==> src/rtl/stopwatch_timer_dp.sv <==
// Stopwatch/countdown datapath: prescaled tick, hh:mm:ss.cc count with
// preset load, lap freeze, wrap/done pulses and a sticky expired flag.
module stopwatch_timer_dp #(
  parameter int CLK_HZ   = 100_000_000,
  parameter int TICK_HZ  = 100,
  parameter int HOUR_MAX = 24,
  localparam int HW      = $clog2(HOUR_MAX)
) (
  input  logic          clk,
  input  logic          rst,
  input  logic          run,
  input  logic          clear,
  input  logic          mode,
  input  logic          load,
  input  logic          lap,
  input  logic [6:0]    ld_cs,
  input  logic [5:0]    ld_sec,
  input  logic [5:0]    ld_min,
  input  logic [HW-1:0] ld_hour,
  output logic [6:0]    cs,
  output logic [5:0]    sec,
  output logic [5:0]    min,
  output logic [HW-1:0] hour,
  output logic          lap_active,
  output logic          wrap,
  output logic          done,
  output logic          expired
);
  localparam int DIV = CLK_HZ / TICK_HZ;
  localparam int PW  = (DIV > 2) ? $clog2(DIV) : 1;
  localparam logic [HW-1:0] HMAX = HW'(HOUR_MAX - 1);

  typedef struct packed {
    logic [HW-1:0] hour;
    logic [5:0]    min;
    logic [5:0]    sec;
    logic [6:0]    cs;
  } tm_t;

  tm_t           live_q, live_d, snap_q, snap_d, inc, dec, ld_clamp;
  logic [PW-1:0] pre_q, pre_d;
  logic          lap_q, lap_d, exp_q, exp_d, wrap_q, wrap_d, done_q, done_d;
  logic          cnt_en, tick;

  always_comb begin
    cnt_en = run && !exp_q;
    tick   = cnt_en && (pre_q == PW'(DIV - 1));

    ld_clamp.cs   = (ld_cs   > 7'd99) ? 7'd99 : ld_cs;
    ld_clamp.sec  = (ld_sec  > 6'd59) ? 6'd59 : ld_sec;
    ld_clamp.min  = (ld_min  > 6'd59) ? 6'd59 : ld_min;
    ld_clamp.hour = (ld_hour > HMAX)  ? HMAX  : ld_hour;

    // Carry chain: each field rolls only when every lower field rolls.
    inc = live_q;
    if (live_q.cs != 7'd99) inc.cs = live_q.cs + 7'd1;
    else begin
      inc.cs = '0;
      if (live_q.sec != 6'd59) inc.sec = live_q.sec + 6'd1;
      else begin
        inc.sec = '0;
        if (live_q.min != 6'd59) inc.min = live_q.min + 6'd1;
        else begin
          inc.min  = '0;
          inc.hour = (live_q.hour == HMAX) ? '0 : live_q.hour + HW'(1);
        end
      end
    end

    dec = live_q;
    if (live_q.cs != '0) dec.cs = live_q.cs - 7'd1;
    else begin
      dec.cs = 7'd99;
      if (live_q.sec != '0) dec.sec = live_q.sec - 6'd1;
      else begin
        dec.sec = 6'd59;
        if (live_q.min != '0) dec.min = live_q.min - 6'd1;
        else begin
          dec.min  = 6'd59;
          dec.hour = (live_q.hour == '0) ? HMAX : live_q.hour - HW'(1);
        end
      end
    end

    live_d = live_q;
    snap_d = snap_q;
    pre_d  = pre_q;
    lap_d  = lap_q;
    exp_d  = exp_q;
    wrap_d = 1'b0;
    done_d = 1'b0;

    if (cnt_en) pre_d = tick ? '0 : pre_q + PW'(1);
    // Snapshot takes live_q, i.e. the value before any same-edge tick.
    if (lap) begin
      if (!lap_q) snap_d = live_q;
      lap_d = !lap_q;
    end

    if (clear) begin
      live_d = '0;
      pre_d  = '0;
      exp_d  = 1'b0;
      lap_d  = 1'b0;
    end else if (load) begin
      live_d = ld_clamp;
      pre_d  = '0;
      exp_d  = 1'b0;
      lap_d  = 1'b0;
    end else if (tick) begin
      if (!mode) begin
        live_d = inc;
        wrap_d = (inc == '0);
      end else if (live_q != '0) begin
        live_d = dec;
        if (dec == '0) begin
          done_d = 1'b1;
          exp_d  = 1'b1;
        end
      end
    end
  end

  always_ff @(posedge clk or posedge rst) begin
    if (rst) begin
      live_q <= '0;
      snap_q <= '0;
      pre_q  <= '0;
      lap_q  <= 1'b0;
      exp_q  <= 1'b0;
      wrap_q <= 1'b0;
      done_q <= 1'b0;
    end else begin
      live_q <= live_d;
      snap_q <= snap_d;
      pre_q  <= pre_d;
      lap_q  <= lap_d;
      exp_q  <= exp_d;
      wrap_q <= wrap_d;
      done_q <= done_d;
    end
  end

  assign cs         = lap_q ? snap_q.cs   : live_q.cs;
  assign sec        = lap_q ? snap_q.sec  : live_q.sec;
  assign min        = lap_q ? snap_q.min  : live_q.min;
  assign hour       = lap_q ? snap_q.hour : live_q.hour;
  assign lap_active = lap_q;
  assign wrap       = wrap_q;
  assign done       = done_q;
  assign expired    = exp_q;
endmodule

==> config.mk <==
export PLATFORM = sky130hd
export DESIGN_NAME = stopwatch_timer_dp
export DESIGN_NICKNAME = d
export VERILOG_FILES = /design/src/rtl/stopwatch_timer_dp.sv
export SDC_FILE = /design/constraint.sdc
export NUM_CORES = 1
export LEC_CHECK = 0
export ABC_AREA = 1
export CORE_MARGIN = 2
export CORE_UTILIZATION = 62
export DETAILED_ROUTE_END_ITERATION = 7
export PLACE_DENSITY_LB_ADDON = 0.15
export SLEW_MARGIN = 30
export SYNTH_ARGS = -nofsm -noshare
export SYNTH_HDL_FRONTEND = slang
export SYNTH_SLANG_ARGS = --single-unit
==> constraint.sdc <==
create_clock -name clk -period 6.1 [get_ports clk]
set_input_delay 1.22 -clock clk [delete_from_list [all_inputs] [get_ports clk]]
set_output_delay 1.22 -clock clk [all_outputs]
set_load 0.05 [all_outputs]
; ---- Word-level counts from Yosys, hierarchy flattened
; Index checks and enable logic that the tools add are counted.
[classes]
n_bitwise = 1
n_eq_ne = 6
n_div = 0
n_mul = 0
add_sub_neg = 9
mux = 50
shift = 0
n_lt_le_gt_ge = 4
n_reduce_logical = 20
[ops]
columns = cell, n
row1 = $mux W24, 5
row2 = $mux W20, 4
row3 = $logic_not A24 Y1, 2
row4 = $mux W6, 8
row5 = $mux W17, 2
row6 = $mux W5, 6
row7 = $mux W7, 4
row8 = $reduce_bool A24 Y1, 1
row9 = $mux W11, 2
row10 = $add A20 B1 Y20 const B, 1
row11 = $eq A20 B20 Y1 const B, 1
row12 = $mux W1, 19
row13 = $reduce_bool A3 Y1, 6
row14 = $add A6 B1 Y6 const B, 2
row15 = $gt A6 B6 Y1 const B, 2
row16 = $ne A6 B6 Y1 const B, 2
row17 = $reduce_bool A6 Y1, 2
row18 = $sub A6 B1 Y6 const B, 2
row19 = $add A7 B1 Y7 const B, 1
row20 = $gt A7 B7 Y1 const B, 1
row21 = $ne A7 B7 Y1 const B, 1
row22 = $reduce_bool A7 Y1, 1
row23 = $sub A7 B1 Y7 const B, 1
row24 = $add A5 B1 Y5 const B, 1
row25 = other kinds (10), 13
[totals]
input_bits = 31
latch_bits = 0
output_inout_bits = 28
memories = 0
mem_bits_rw = 0
regBits = 72
word_cells = 103
rom_bits = 0

; ---- Logic depth before layout (Yosys ltp)
[depth]
depth_word = 12
mapped_depth = 15
depth_no_buf = 14

; ---- Worst setup path before layout
; OpenSTA, ideal clock, no wires.
[synth_path]
path_kind = register to output
from = register lap_q, in the netlist lap_active
to = output hour[0]
setup_slack_ns = 2.930
arrival_time_ns = 1.950
required_time_ns = 4.880
n_path_buf = 1
path_stages_with_launch = 3
cell_sequence = dfrtp_1 > clkbuf_1 > o21ai_0
[synth_between]
elab_chain_len = 1
[synth_lines]
columns = element, line_no
row1 = from (decl), 42  ; logic lap_q, lap_d, exp_q, exp_d, wrap_q, wrap_d, done_q, done_d;
row2 = from (signal assigned), 137  ; lap_q <= lap_d;
row3 = $mux W5, 147  ; assign hour = lap_q ? snap_q.hour : live_q.hour;
row4 = to (decl), 23  ; output logic [HW-1:0] hour,
; Every way passes these cells.

; ---- Final worst setup path
[layout_path]
from = input mode
to = register live_q[13] (netlist bit)
[layout_between]
elab_chain_len = 4
elab_cells_between_ends = 6
classes_between = eq/ne: 1 / mux: 4 / reduce/logical: 1
[layout_lines]
columns = element, line_no
row1 = from (decl), 13  ; input logic mode,
row2 = $mux W24, 111  ; if (!mode) begin
row3 = $mux W24, 110  ; end else if (tick) begin
row4 = $mux W24, 105  ; end else if (load) begin
row5 = $mux W24, 100  ; if (clear) begin
row6 = to (signal assigned), 134  ; live_q <= live_d;
row7 = to (decl), 40  ; tm_t live_q, live_d, snap_q, snap_d, inc, dec, ld_clamp;
; Parallel ways exist; a longest one is shown, timed or not. The select of a mux whose other input is x is not followed.
; A chain may end at the register's enable or synchronous reset.

==> results.py <==
metrics = {
    "sta": {
        "hold_viol": 0,
        "setup_viol": 0,
        "achievable-frequency_mhz": 249,
        "whs_ns": 0.480,
        "slew_headroom": 0.437,
        "worst-slew-pin-transition_ns": 0.842,
        "final.min_clock_period_ns": 4.02,
        "rsz0062_at_grt": "false",
        "clock_skew_ns": 0.0106,
        "final.setup.tns_ns": 0,
        "slew_violations": 0,
        "fin_crit_sh": 0.660,
    },
    "critical_path": {
        "crit_start": "mode",
        "critical_path.endpoint_type": "flop",
        "setup.worst_path.start_class": "input port",
        "worst_ep_required_time_ns": 6.34,
        "path_buf_inv": 3,
        "critical_path_peak_fanout": 27,
        "r2r_cells": 10,
        "reg2reg_setup_slack_ns": 3.25,
        "cp_slowest_stage_delay_ns": 1.02,
        "crit_slowest_cell": "clkdlybuf4s50_1",
        "path_depth": 8,
        "arrival_ns": 4.26,
        "crit_path_cell_trace": "clkdlybuf4s50_1 -> clkinv_1 -> nor2_1 -> nand3_1 -> nand3_2 -> inv_2 -> nand2_1 -> o21ai_1",
        "start_to_end_type_of_the_worst_setup_path": "in -> reg",
        "cpLargestDelayFamily": "buffers and inverters",
        "timing.rr.start": "live_q[2]",
        "worstReg2RegEnd": "live_q[13]",
    },
    "logic_synthesis": {
        "synth.yosys.warnings": 0,
        "syn-cell-area_sq_um": 5340,
        "synth_simple_gate_area_share": 0.410,
        "asyncSetResetFlopFracSynth": 1.00,
        "post-synth-top-count-cell": "nand2_1",
        "postSynthRegisterBits": 72,
        "synth-seq-area-share": 0.337,
        "synth_enable_flop_cells": 0,
        "avgSynthCellArea_sq_um": 6.45,
        "synthesis.nets": 871,
        "largest_family_of_logic_cells_by_synthesized_area": "simple AND/OR/NAND/NOR gates",
        "synth_top_area_share": 0.337,
        "synth_area_leaders": "dfrtp_1, nand2_1, o21ai_0",
        "synth_xor_xnor_area_share": 0.0148,
        "yosys.cell_types.count": 41,
        "adder_and_majority_gate_portion_of_the_synthesized_area": 0.0281,
        "synth_cells": 828,
        "synth-compound-area-share": 0.129,
        "yosys.area.top_type": "dfrtp_1",
        "synth.cells.most_frequent": "nand2_1, nor2_1, o21ai_0",
        "main_flop_type_after_synthesis": "dfrtp_1",
        "yosys-mux-area-fraction": 0,
    },
    "routing": {
        "drt-total-wl_um": 15400,
        "first_iter_violations": 627,
        "via_density": 5.92,
        "wire_per_inst_um": 15.8,
        "detailroute.via_count": 5769,
        "drcViolationCount": 0,
        "route.antenna.remaining_nets": 0,
        "detailedRoute.firstPassIterationCount": 5,
    },
    "die": {
        "die_y_extent_um": 96.8,
        "design.die.area_sq_um": 9380,
        "floorplan.rows": 33,
        "floorplan.core_area_sq_um": 8300,
        "fp.dieW_um": 96.8,
        "io_pins": 59,
        "floorplan.initialDensity": 0.644,
    },
    "clock_tree": {
        "clkSinkCount": 72,
        "cts_buffer_depth": 2,
        "cts.repair_timing.setup_buffer_count": 0,
        "cts.clk_slew.worst_paths_ns": 0.08,
        "postCtsHoldBufs": 0,
        "cts_resized": 0,
        "h-tree-depth": 3,
        "clock_buffers_created_by_tritoncts": 9,
        "root_buffer_cell": "clkbuf_8",
        "tritoncts": "built",
        "clock_insertion_delay_worst_skew_ns": 0.36,
    },
    "power": {
        "powerDensity_nw_per_um2": 234,
        "power.ir.vdd_worst_uv": 170,
        "p_leak_nw": 2.83,
        "finalPower_mw": 1.43,
    },
    "job": {
        "max-cap-violations": 0,
    },
    "placed_design": {
        "placement.io_buffers": 58,
        "detailed_place_hpwl_um": 11500,
        "place_area_sq_um": 5890,
        "globalplace.congestion": 0.957,
    },
    "global_route": {
        "via_count_of_the_first_global_routing_pass": 5273,
        "grt_remaining_overflow": 0,
        "antenna_found_initial": 0,
        "grt.total_usage": 0.330,
        "grt_first_pass_wirelength_um": 25500,
        "maximum_number_of_pins_on_one_net_before_global_route_repair": 73,
    },
    "finish": {
        "layout_fillers": 671,
        "layout.cell_area.non_filler_sq_um": 6120,
        "drive_above_1_share": 0.0564,
        "layout.nets": 907,
        "antennaDiodeCount": 0,
        "areaGrowthSynthToFinish_pct": 14.5,
    },
    "hold_path": {
        "hp-class": "reg -> reg",
        "holdCritStartpoint": "pre_q[17]",
        "holdPathStages": 1,
        "hold_end": "pre_q[17]",
    },
    "status": {
        "run_status": "completed",
    },
}
-- logic make-up after synthesis --
family | Yosys count
buf+inv | 104
fa+ha+maj | 12
flops | 72
xor+xnor | 9
simple gates | 503
compound gates | 128
-- layer usage --
layer | share of wire | GRT usage
met5 | 0 | 0
met4 | 0.022 | 0.111
met3 | 0.098 | 0.0672
met2 | 0.44 | 0.504
met1 | 0.44 | 0.471
-- worst register-to-register path, stage by stage (launching register included) --
cell and delay, ns:
dfrtp_1 0.47, nor2_2 0.45, nand2_2 0.09, nor2_2 0.50, nand3_1 0.15, nor2_1 0.22
nand3_1 0.18, nand3_2 0.34, inv_2 0.19, nand2_1 0.10, o21ai_1 0.05
-- power breakdown --
group / switching (mW) / total, mW / internal [mW]
clock: 0.200 / 0.433 / 0.233
sequential: 0.0471 / 0.560 / 0.512
combinational: 0.302 / 0.441 / 0.139
total: 0.549 / 1.43 / 0.884
-- cell type report --
cell class	instances	area, sq um	area share
Multi-Input combinational cell	652	3110	0.508
Sequential cell	72	1800	0.295
Timing Repair Buffer	59	592	0.0967
Inverter	70	263	0.0430
Clock inverter	6	92.6	0.0151
Clock buffer	10	128	0.0209
Tap cell	105	131	0.0215
-- per-stage QoR --
stage          utilization  setup WS, ns  std cells
6_report             0.737          2.08        974
3_5_place_dp         0.710          1.88        958
3_3_place_gp         0.710          1.93        958
2_1_floorplan            -          2.93        828
4_1_cts              0.737          2.16        974
5_1_grt              0.737          1.86        974
-- sequential cells by signal, summed over array words and instances, names as in the netlist --
signal / count
live_q: 24
snap_q: 24
pre_q: 20
done: 1
expired: 1
lap_active: 1
wrap: 1
-- worst max-delay path by stage --
| stage | end | slack [ns] |
|---|---|---|
| final | live_q[13] | 2.08 |
| after global routing | live_q[11] | 1.86 |
| after CTS | live_q[0] | 2.16 |
| after detailed placement | live_q[0] | 1.88 |
| after global placement | live_q[13] | 1.93 |
| after floorplan | hour[0] | 2.93 |
-- cells in the final DEF, fill, tap and decap left out, drive strengths merged --
cell type,instances
nor3,11
clkbuf,10
ha,12
nand3b,4
nand2,274
nor2,109
buf,1
inv,68
a21oi,23
o211ai,4
bufinv,2
clkinv,4
clkinvlp,2
o22ai,8
nor4,1
a32o,1
nand4,20
a31oi,3
nand3,79
xnor2,1
xor2,8
o21bai,1
o21ai,84
clkdlybuf4s50,58
a22oi,2
dfrtp,72
or2,3
a41oi,1
and3,1
nor3b,1
o21a,1
Note: power is estimated with default switching activity, not from simulation.
